==> src/rtl/cdb_arbiter_pkg.sv <==
// Shared types and constants for the CDB arbiter and its requesters.
// Latency: n/a (types, constants and combinational helper functions only).
// Backpressure: n/a.
package cdb_arbiter_pkg;

  localparam int NUM_REQ = 4;                   // ALU, MULT, LOAD, BRANCH
  localparam int XLEN    = 32;                  // result value width
  localparam int ROB_SZ  = 8;                   // legal tags are 1..ROB_SZ
  localparam int TAG_W   = $clog2(ROB_SZ + 1);  // tag 0 means "no broadcast"

  typedef logic [TAG_W-1:0] rob_tag_t;

  // What goes out on the CDB to the rob and reservation stations.
  typedef struct packed {
    rob_tag_t          rob_tag;
    logic [XLEN-1:0]   v;
  } cdb_rob_packet_t;

  // What a functional unit presents when it completes.
  typedef struct packed {
    logic              valid;
    rob_tag_t          rob_tag;
    logic [XLEN-1:0]   v;
  } fu_result_packet_t;

  // Distance of a tag from the rob head, in 0..ROB_SZ-1. Tags and head are
  // both 1-based, so the difference lies in -(ROB_SZ-1)..ROB_SZ-1; adding
  // ROB_SZ and folding once is enough.
  function automatic rob_tag_t rob_age(input rob_tag_t tag, input rob_tag_t head);
    logic [TAG_W:0] diff;
    diff = {1'b0, tag} + (TAG_W+1)'(ROB_SZ) - {1'b0, head};
    if (diff >= (TAG_W+1)'(ROB_SZ)) begin
      diff = diff - (TAG_W+1)'(ROB_SZ);
    end
    return diff[TAG_W-1:0];
  endfunction

  // True when tag was allocated after ref_tag. Equal tags are not younger.
  function automatic logic rob_younger(input rob_tag_t tag, input rob_tag_t ref_tag,
                                       input rob_tag_t head);
    return rob_age(tag, head) > rob_age(ref_tag, head);
  endfunction

  function automatic logic rob_tag_legal(input rob_tag_t tag);
    return (tag != '0) && (tag <= TAG_W'(ROB_SZ));
  endfunction

endpackage

==> src/rtl/cdb_arbiter_if.sv <==
// Bundle between completion sources / rob control and the CDB arbiter.
// Latency: n/a (wiring only).
// Backpressure: req_ready per source; the CDB side has no backpressure.
// Signals: req_valid/req_rob_tag/req_v/req_ready per source, squash_valid,
// squash_rob_tag, rob_head, and the registered cdb_valid/cdb_rob_tag/cdb_v.
interface cdb_arbiter_if;
  import cdb_arbiter_pkg::*;

  logic [NUM_REQ-1:0]            req_valid;
  rob_tag_t [NUM_REQ-1:0]        req_rob_tag;
  logic [NUM_REQ-1:0][XLEN-1:0]  req_v;
  logic [NUM_REQ-1:0]            req_ready;

  logic                          squash_valid;
  rob_tag_t                      squash_rob_tag;
  rob_tag_t                      rob_head;

  logic                          cdb_valid;
  rob_tag_t                      cdb_rob_tag;
  logic [XLEN-1:0]               cdb_v;

  // Requester / rob side.
  modport master (
    output req_valid, req_rob_tag, req_v, squash_valid, squash_rob_tag, rob_head,
    input  req_ready, cdb_valid, cdb_rob_tag, cdb_v
  );

  // Arbiter side.
  modport slave (
    input  req_valid, req_rob_tag, req_v, squash_valid, squash_rob_tag, rob_head,
    output req_ready, cdb_valid, cdb_rob_tag, cdb_v
  );

endinterface

==> src/rtl/cdb_arbiter_rr.sv <==
// Round-robin pick: first set request at or after rr_ptr, wrapping around.
// Latency: purely combinational.
// Backpressure: none; grant is one-hot or zero.
// Ports: req (request vector), rr_ptr (highest-priority index), grant (one-hot).
module rr_arbiter #(
  parameter  int N     = 4,
  localparam int PTR_W = (N > 1) ? $clog2(N) : 1
) (
  input  logic [N-1:0]     req,
  input  logic [PTR_W-1:0] rr_ptr,
  output logic [N-1:0]     grant
);

  logic             found;
  logic [PTR_W-1:0] idx;

  always_comb begin
    grant = '0;
    found = 1'b0;
    idx   = '0;
    for (int k = 0; k < N; k++) begin
      idx = PTR_W'((int'(rr_ptr) + k) % N);
      if (!found && req[idx]) begin
        grant[idx] = 1'b1;
        found      = 1'b1;
      end
    end
  end

endmodule

==> src/rtl/cdb_arbiter.sv <==
// Shares the single CDB among NUM_REQ completion sources via one-entry holds
// and a round-robin pick. Latency: 2 cycles from accept to CDB broadcast.
// Backpressure: req_ready[i] drops while source i's hold is full and not granted.
// Ports: clock, reset (sync, active-low), bus (slave side of cdb_arbiter_if).
module cdb_arbiter
  import cdb_arbiter_pkg::*;
(
  input logic          clock,
  input logic          reset,
  cdb_arbiter_if.slave bus
);

  localparam int PTR_W = $clog2(NUM_REQ);

  logic [NUM_REQ-1:0] hold_valid;
  cdb_rob_packet_t    hold_pkt [NUM_REQ];
  logic [PTR_W-1:0]   rr_ptr;

  fu_result_packet_t  req_pkt [NUM_REQ];
  logic [NUM_REQ-1:0] kill;
  logic [NUM_REQ-1:0] in_keep;   // incoming entry is legal and survives any squash
  logic [NUM_REQ-1:0] cand;
  logic [NUM_REQ-1:0] grant;
  logic [NUM_REQ-1:0] ready;
  logic [NUM_REQ-1:0] xfer;

  logic               any_grant;
  logic [PTR_W-1:0]   grant_idx;
  cdb_rob_packet_t    grant_pkt;

  logic               cdb_valid_q;
  cdb_rob_packet_t    cdb_q;

  always_comb begin
    req_pkt = '{default: '0};
    kill    = '0;
    in_keep = '0;
    for (int i = 0; i < NUM_REQ; i++) begin
      req_pkt[i].valid   = bus.req_valid[i];
      req_pkt[i].rob_tag = bus.req_rob_tag[i];
      req_pkt[i].v       = bus.req_v[i];
      kill[i]    = bus.squash_valid && hold_valid[i] &&
                   rob_younger(hold_pkt[i].rob_tag, bus.squash_rob_tag, bus.rob_head);
      in_keep[i] = rob_tag_legal(req_pkt[i].rob_tag) &&
                   !(bus.squash_valid &&
                     rob_younger(req_pkt[i].rob_tag, bus.squash_rob_tag, bus.rob_head));
    end
  end

  // Killed holds are never candidates, so a squash can never be broadcast.
  assign cand = hold_valid & ~kill;

  rr_arbiter #(.N(NUM_REQ)) u_rr (
    .req    (cand),
    .rr_ptr (rr_ptr),
    .grant  (grant)
  );

  // A granted hold frees at this edge, so its source may refill it in the
  // same cycle and keep the CDB busy without a bubble.
  assign ready         = ~hold_valid | grant;
  assign bus.req_ready = ready;

  always_comb begin
    xfer = '0;
    for (int i = 0; i < NUM_REQ; i++) begin
      xfer[i] = req_pkt[i].valid && ready[i];
    end
  end

  always_comb begin
    any_grant = |grant;
    grant_idx = '0;
    grant_pkt = '0;
    for (int i = 0; i < NUM_REQ; i++) begin
      if (grant[i]) begin
        grant_idx = PTR_W'(i);
        grant_pkt = hold_pkt[i];
      end
    end
  end

  always_ff @(posedge clock) begin
    if (!reset) begin
      hold_valid  <= '0;
      rr_ptr      <= '0;
      cdb_valid_q <= 1'b0;
      cdb_q       <= '0;
    end else begin
      for (int i = 0; i < NUM_REQ; i++) begin
        if (xfer[i]) begin
          // Illegal or squashed arrivals are accepted but not held.
          hold_valid[i] <= in_keep[i];
        end else if (grant[i] || kill[i]) begin
          hold_valid[i] <= 1'b0;
        end
      end

      if (any_grant) begin
        rr_ptr      <= (grant_idx == PTR_W'(NUM_REQ - 1)) ? '0 : grant_idx + 1'b1;
        cdb_valid_q <= 1'b1;
        cdb_q       <= grant_pkt;
      end else begin
        cdb_valid_q <= 1'b0;
        cdb_q       <= '0;
      end
    end
  end

  // Payload needs no reset: it is only observed when hold_valid is set.
  always_ff @(posedge clock) begin
    for (int i = 0; i < NUM_REQ; i++) begin
      if (xfer[i]) begin
        hold_pkt[i].rob_tag <= req_pkt[i].rob_tag;
        hold_pkt[i].v       <= req_pkt[i].v;
      end
    end
  end

  assign bus.cdb_valid   = cdb_valid_q;
  assign bus.cdb_rob_tag = cdb_q.rob_tag;
  assign bus.cdb_v       = cdb_q.v;

endmodule

==> src/flat_wrapper.sv <==
// flat-port wrapper written by rule: the top's interface ports become plain ports
module cdb_arbiter_flat import cdb_arbiter_pkg::*;
  (clock, reset, bus_req_valid, bus_req_rob_tag, bus_req_v, bus_squash_valid, bus_squash_rob_tag, bus_rob_head, bus_req_ready, bus_cdb_valid, bus_cdb_rob_tag, bus_cdb_v);
  cdb_arbiter_if bus_i ();
  input logic clock;
  input logic reset;
  input wire logic [$bits(bus_i.req_valid)-1:0] bus_req_valid;
  input wire logic [$bits(bus_i.req_rob_tag)-1:0] bus_req_rob_tag;
  input wire logic [$bits(bus_i.req_v)-1:0] bus_req_v;
  input wire logic [$bits(bus_i.squash_valid)-1:0] bus_squash_valid;
  input wire logic [$bits(bus_i.squash_rob_tag)-1:0] bus_squash_rob_tag;
  input wire logic [$bits(bus_i.rob_head)-1:0] bus_rob_head;
  output wire logic [$bits(bus_i.req_ready)-1:0] bus_req_ready;
  output wire logic [$bits(bus_i.cdb_valid)-1:0] bus_cdb_valid;
  output wire logic [$bits(bus_i.cdb_rob_tag)-1:0] bus_cdb_rob_tag;
  output wire logic [$bits(bus_i.cdb_v)-1:0] bus_cdb_v;
  assign bus_i.req_valid = bus_req_valid;
  assign bus_i.req_rob_tag = bus_req_rob_tag;
  assign bus_i.req_v = bus_req_v;
  assign bus_i.squash_valid = bus_squash_valid;
  assign bus_i.squash_rob_tag = bus_squash_rob_tag;
  assign bus_i.rob_head = bus_rob_head;
  assign bus_req_ready = bus_i.req_ready;
  assign bus_cdb_valid = bus_i.cdb_valid;
  assign bus_cdb_rob_tag = bus_i.cdb_rob_tag;
  assign bus_cdb_v = bus_i.cdb_v;
  cdb_arbiter u_core (.clock(clock), .reset(reset), .bus(bus_i));
endmodule
==> config.mk <==
export PLATFORM = sky130hd
export DESIGN_NAME = cdb_arbiter_flat
export DESIGN_NICKNAME = d
export VERILOG_FILES = /design/src/rtl/cdb_arbiter_pkg.sv /design/src/rtl/cdb_arbiter_if.sv /design/src/rtl/cdb_arbiter_rr.sv /design/src/rtl/cdb_arbiter.sv /design/src/flat_wrapper.sv
export SDC_FILE = /design/constraint.sdc
export NUM_CORES = 1
export LEC_CHECK = 0
export CORE_ASPECT_RATIO = 0.9
export CORE_MARGIN = 8
export CORE_UTILIZATION = 30
export DETAILED_ROUTE_END_ITERATION = 10
export DONT_BUFFER_PORTS = 1
export MAX_ROUTING_LAYER = met4
export PLACE_DENSITY = 0.41
export SLEW_MARGIN = 5
export SYNTH_ARGS = -nofsm -noshare
export SYNTH_HDL_FRONTEND = slang
export SYNTH_SLANG_ARGS = --single-unit
==> constraint.sdc <==
create_clock -name clock -period 9.6 [get_ports clock]
set_clock_uncertainty 0.05 [all_clocks]
set_input_delay 1.92 -clock clock [delete_from_list [all_inputs] [get_ports clock]]
set_output_delay 1.92 -clock clock [all_outputs]
set_load 0.02 [all_outputs]
==> load_flow_metrics.sql <==
INSERT INTO impl_metrics (metric_group, metric, value, unit) VALUES
('outcome', 'status', 'completed', ''),
('synth', 'synthMostInstantiatedCell', 'edfxtp_1', ''),
('floorplanning', 'die_outline_width', '208.9', 'um'),
('timing', 'setup_total_negative_slack', '0', 'ns'),
('cells_and_area', 'drive_gt1_frac', '0.1703', ''),
('setup_path', 'critical-path-slowest-cell', 'a31oi_1', ''),
('power', 'power.static_leakage', '0.003974', 'uW'),
('synth', 'synth_edf_count', '144', ''),
('clock_network', 'cts_htree_levels', '4', ''),
('timing', 'min_period_over_period', '0.8872', ''),
('cells_and_area', 'fin_nets', '1031', ''),
('floorplanning', 'row_count', '63', ''),
('cells_and_area', 'synthToLayoutAreaGrowth', '9.551', '%'),
('synth', 'netlist_instances', '768', ''),
('routing', 'drt-wirelength-per-cell', '24.94', 'um'),
('floorplanning', 'floorplan.io_pins', '200', ''),
('placement', 'dp_cells', '1165', ''),
('synth', 'mappedNetlistNets', '1037', ''),
('synth', 'synth.largest_area_cell', 'edfxtp_1', ''),
('timing', 'final-max-slew-violation-count', '0', ''),
('clock_network', 'cts_made_buffers', '17', ''),
('placement', 'gp_routability_congestion', '0.8278', ''),
('power', 'internal-power', '1896', 'uW'),
('power', 'power.net_switching', '1464', 'uW'),
('setup_path', 'timing_worst_setup_path_type', 'primary input to output pin', ''),
('routing', 'drc_errors', '0', ''),
('synth', 'synthesis.area', '10050', 'um^2'),
('job', 'cap_violations', '0', ''),
('routing', 'wl', '30.03', 'mm'),
('routing', 'drt_iter0_drc', '370', ''),
('clock_network', 'cts_hold_buf', '0', ''),
('cells_and_area', 'layout.filler_cells', '3289', ''),
('power', 'switching_share', '0.4358', ''),
('synth', 'yosys-top-cells-area', 'edfxtp_1 (43%), ha_1 (13%), dfxtp_1 (8.6%), a311oi_2 (4.3%), nand3_2 (2.9%)', ''),
('setup_path', 'cp-startpoint', 'bus_rob_head[2]', ''),
('setup_path', 'timing.rr.start', 'u_core.hold_pkt[0][34]', ''),
('power', 'power.density_cell_area', '305.2', 'nW/um^2'),
('global_route', 'grt.overflow.total', '0', ''),
('setup_path', 'critical_path.endpoint_type', 'output pin', ''),
('timing', 'max_freq', '0.1174', 'GHz'),
('clock_network', 'cts.repair_timing.setup_buffer_count', '0', ''),
('power', 'seq_power_share', '0.334', ''),
('clock_network', 'cts.sink_count', '187', ''),
('setup_path', 'cp.arrival', '6.55', 'ns'),
('floorplanning', 'start_util', '0.3050', ''),
('synth', 'most_frequently_used_flop_master_after_synthesis', 'edfxtp_1', ''),
('synth', 'yosys-top-cells-count', 'edfxtp_1 (144), ha_1 (101), inv_1 (68), nor2_1 (48)', ''),
('synth', 'number_of_warnings_printed_during_yosys_synthesis', '0', ''),
('floorplanning', 'dieArea', '39620', 'um^2'),
('global_route', 'number_of_global_route_vias_before_repair', '6758', ''),
('floorplanning', 'core_area', '32950', 'um^2'),
('global_route', 'pin_count_of_the_biggest_net_entering_global_routing', '76', ''),
('timing', 'rsz_0062_raised_after_global_routing', 'false', ''),
('power', 'clock_power_share', '0.223', ''),
('hold_path', 'min-delay-start', 'u_core.hold_pkt[1][37]', ''),
('setup_path', 'cp.required', '7.63', 'ns'),
('global_route', 'grt_pass1_wl', '44.21', 'mm'),
('clock_network', 'post_cts.resized_instances', '0', ''),
('timing', 'final-setup-viol-count', '0', ''),
('clock_network', 'worst_setup_hold_path_clk_slew', '0.08', 'ns'),
('routing', 'route.antenna.remaining_nets', '0', ''),
('synth', 'asyncSetResetFlopFracSynth', '0', ''),
('floorplanning', 'die_h', '189.6', 'um'),
('placement', 'buffer_ports.inserted', '0', ''),
('setup_path', 'critPathMostFrequentCell', 'ha_1', ''),
('global_route', 'antenna_found_initial', '7', ''),
('timing', 'slew-limit-headroom', '0.2105', ''),
('setup_path', 'worst-path-buf-inv', '1', ''),
('placement', 'place_hpwl', '20.93', 'mm'),
('synth', 'synth_cell_types', '70', ''),
('cells_and_area', 'final_cell_count_no_fill', '1204', '');
metal layers:
layer / part of all wire / GRT usage
met1: 0.44 / 0.1886
met2: 0.48 / 0.2503
met3: 0.062 / 0.04310
met4: 0.014 / 0.03629
met5: 0 / -
cells by family after synthesis:
kind of cell / Yosys count / synth area share
adders and majority gates: 110 / 0.1437
DFF: 187 / 0.5160
muxes: 3 / 0.007098
and+or+nand+nor: 148 / 0.08754
AOI/OAI and AO/OA: 197 / 0.1671
xor gates and xnor gates: 20 / 0.01743
buffers and inverters: 103 / 0.06114
worst reg2reg max path: stages (launching register included):
cell and delay, ns:
edfxtp_1 0.42, ha_1 0.34, ha_1 0.32, a211oi_1 0.31
xnor2_1 0.17, nand3_1 0.09, o31ai_1 0.09, ha_1 0.31
a21oi_1 0.19, a31oi_1 0.27, nor4_1 0.53, nor2_1 0.09
o22ai_1 0.62, a21oi_4 0.11, buf_4 0.40, a21boi_4 0.91
buf_4 0.42
per-stage QoR:
step	cell area [um^2]	setup WS [ns]	power (uW)	hold WS (ns)
4_1_cts	10990	1.148	3414	0.5106
3_3_place_gp	10360	1.213	2606	0.5030
5_1_grt	11010	0.8294	3571	0.5286
2_1_floorplan	10050	0.8235	2357	0.4708
3_5_place_dp	10360	1.146	2649	0.5015
6_report	11010	1.083	3360	0.5041
power groups by stage:
stage                     Clock, uW  Combinational (uW)  Sequential (uW)
after detailed placement          0                1510             1140
after global placement            0                1460             1140
after floorplan                   0                1240             1120
after global routing            803                1630             1140
after CTS                       776                1510             1130
final                           751                1490             1120
state kept, by name, indices dropped and copies added, names as in the netlist:
name / count
u_core.rr_ptr: 2
u_core.bus.cdb_rob_tag: 4
u_core.hold_valid: 4
u_core.hold_pkt: 144
u_core.bus.cdb_valid: 1
u_core.bus.cdb_v: 32
layout make-up:
class | instances | area [um^2] | share of cell area
antenna | 7 | 17.52 | 0.001591
multi-input combinational | 478 | 4304 | 0.3910
inverter | 68 | 255.2 | 0.02319
clock inverter | 14 | 201.4 | 0.01830
sequential | 187 | 5185 | 0.4710
tap | 422 | 528.0 | 0.04797
timing repair buffer | 10 | 87.58 | 0.007956
clock buffer | 18 | 429.2 | 0.03899
path summary, 6_finish.rpt:
kind	end	slack, ns	cells past startpoint
min	u_core.bus.cdb_v[1]	0.50	2
max	bus_req_ready[0]	1.08	15
max reg2reg	u_core.hold_pkt[1][44]	3.60	16
min reg2reg	u_core.bus.cdb_v[1]	0.50	2
layout by cell type (no fill, tap or decap), drive strengths merged, types with 5 or more instances in the layout:
cell type and count:
a211oi 8, o21a 7, buf 10, o211ai 5
nor3 6, ha 101, a311oi 36, nand2 11
diode 7, nand4 8, a21oi 20, nor2b 10
o21ai 9, clkinv 5, nand3 46, a21boi 38
clkbuf 18, edfxtp 144, inv 74, xnor2 18
dfxtp 43, o31ai 6, fa 9, a31oi 43
nor2 48
Note: power is estimated with default switching activity, not from simulation.
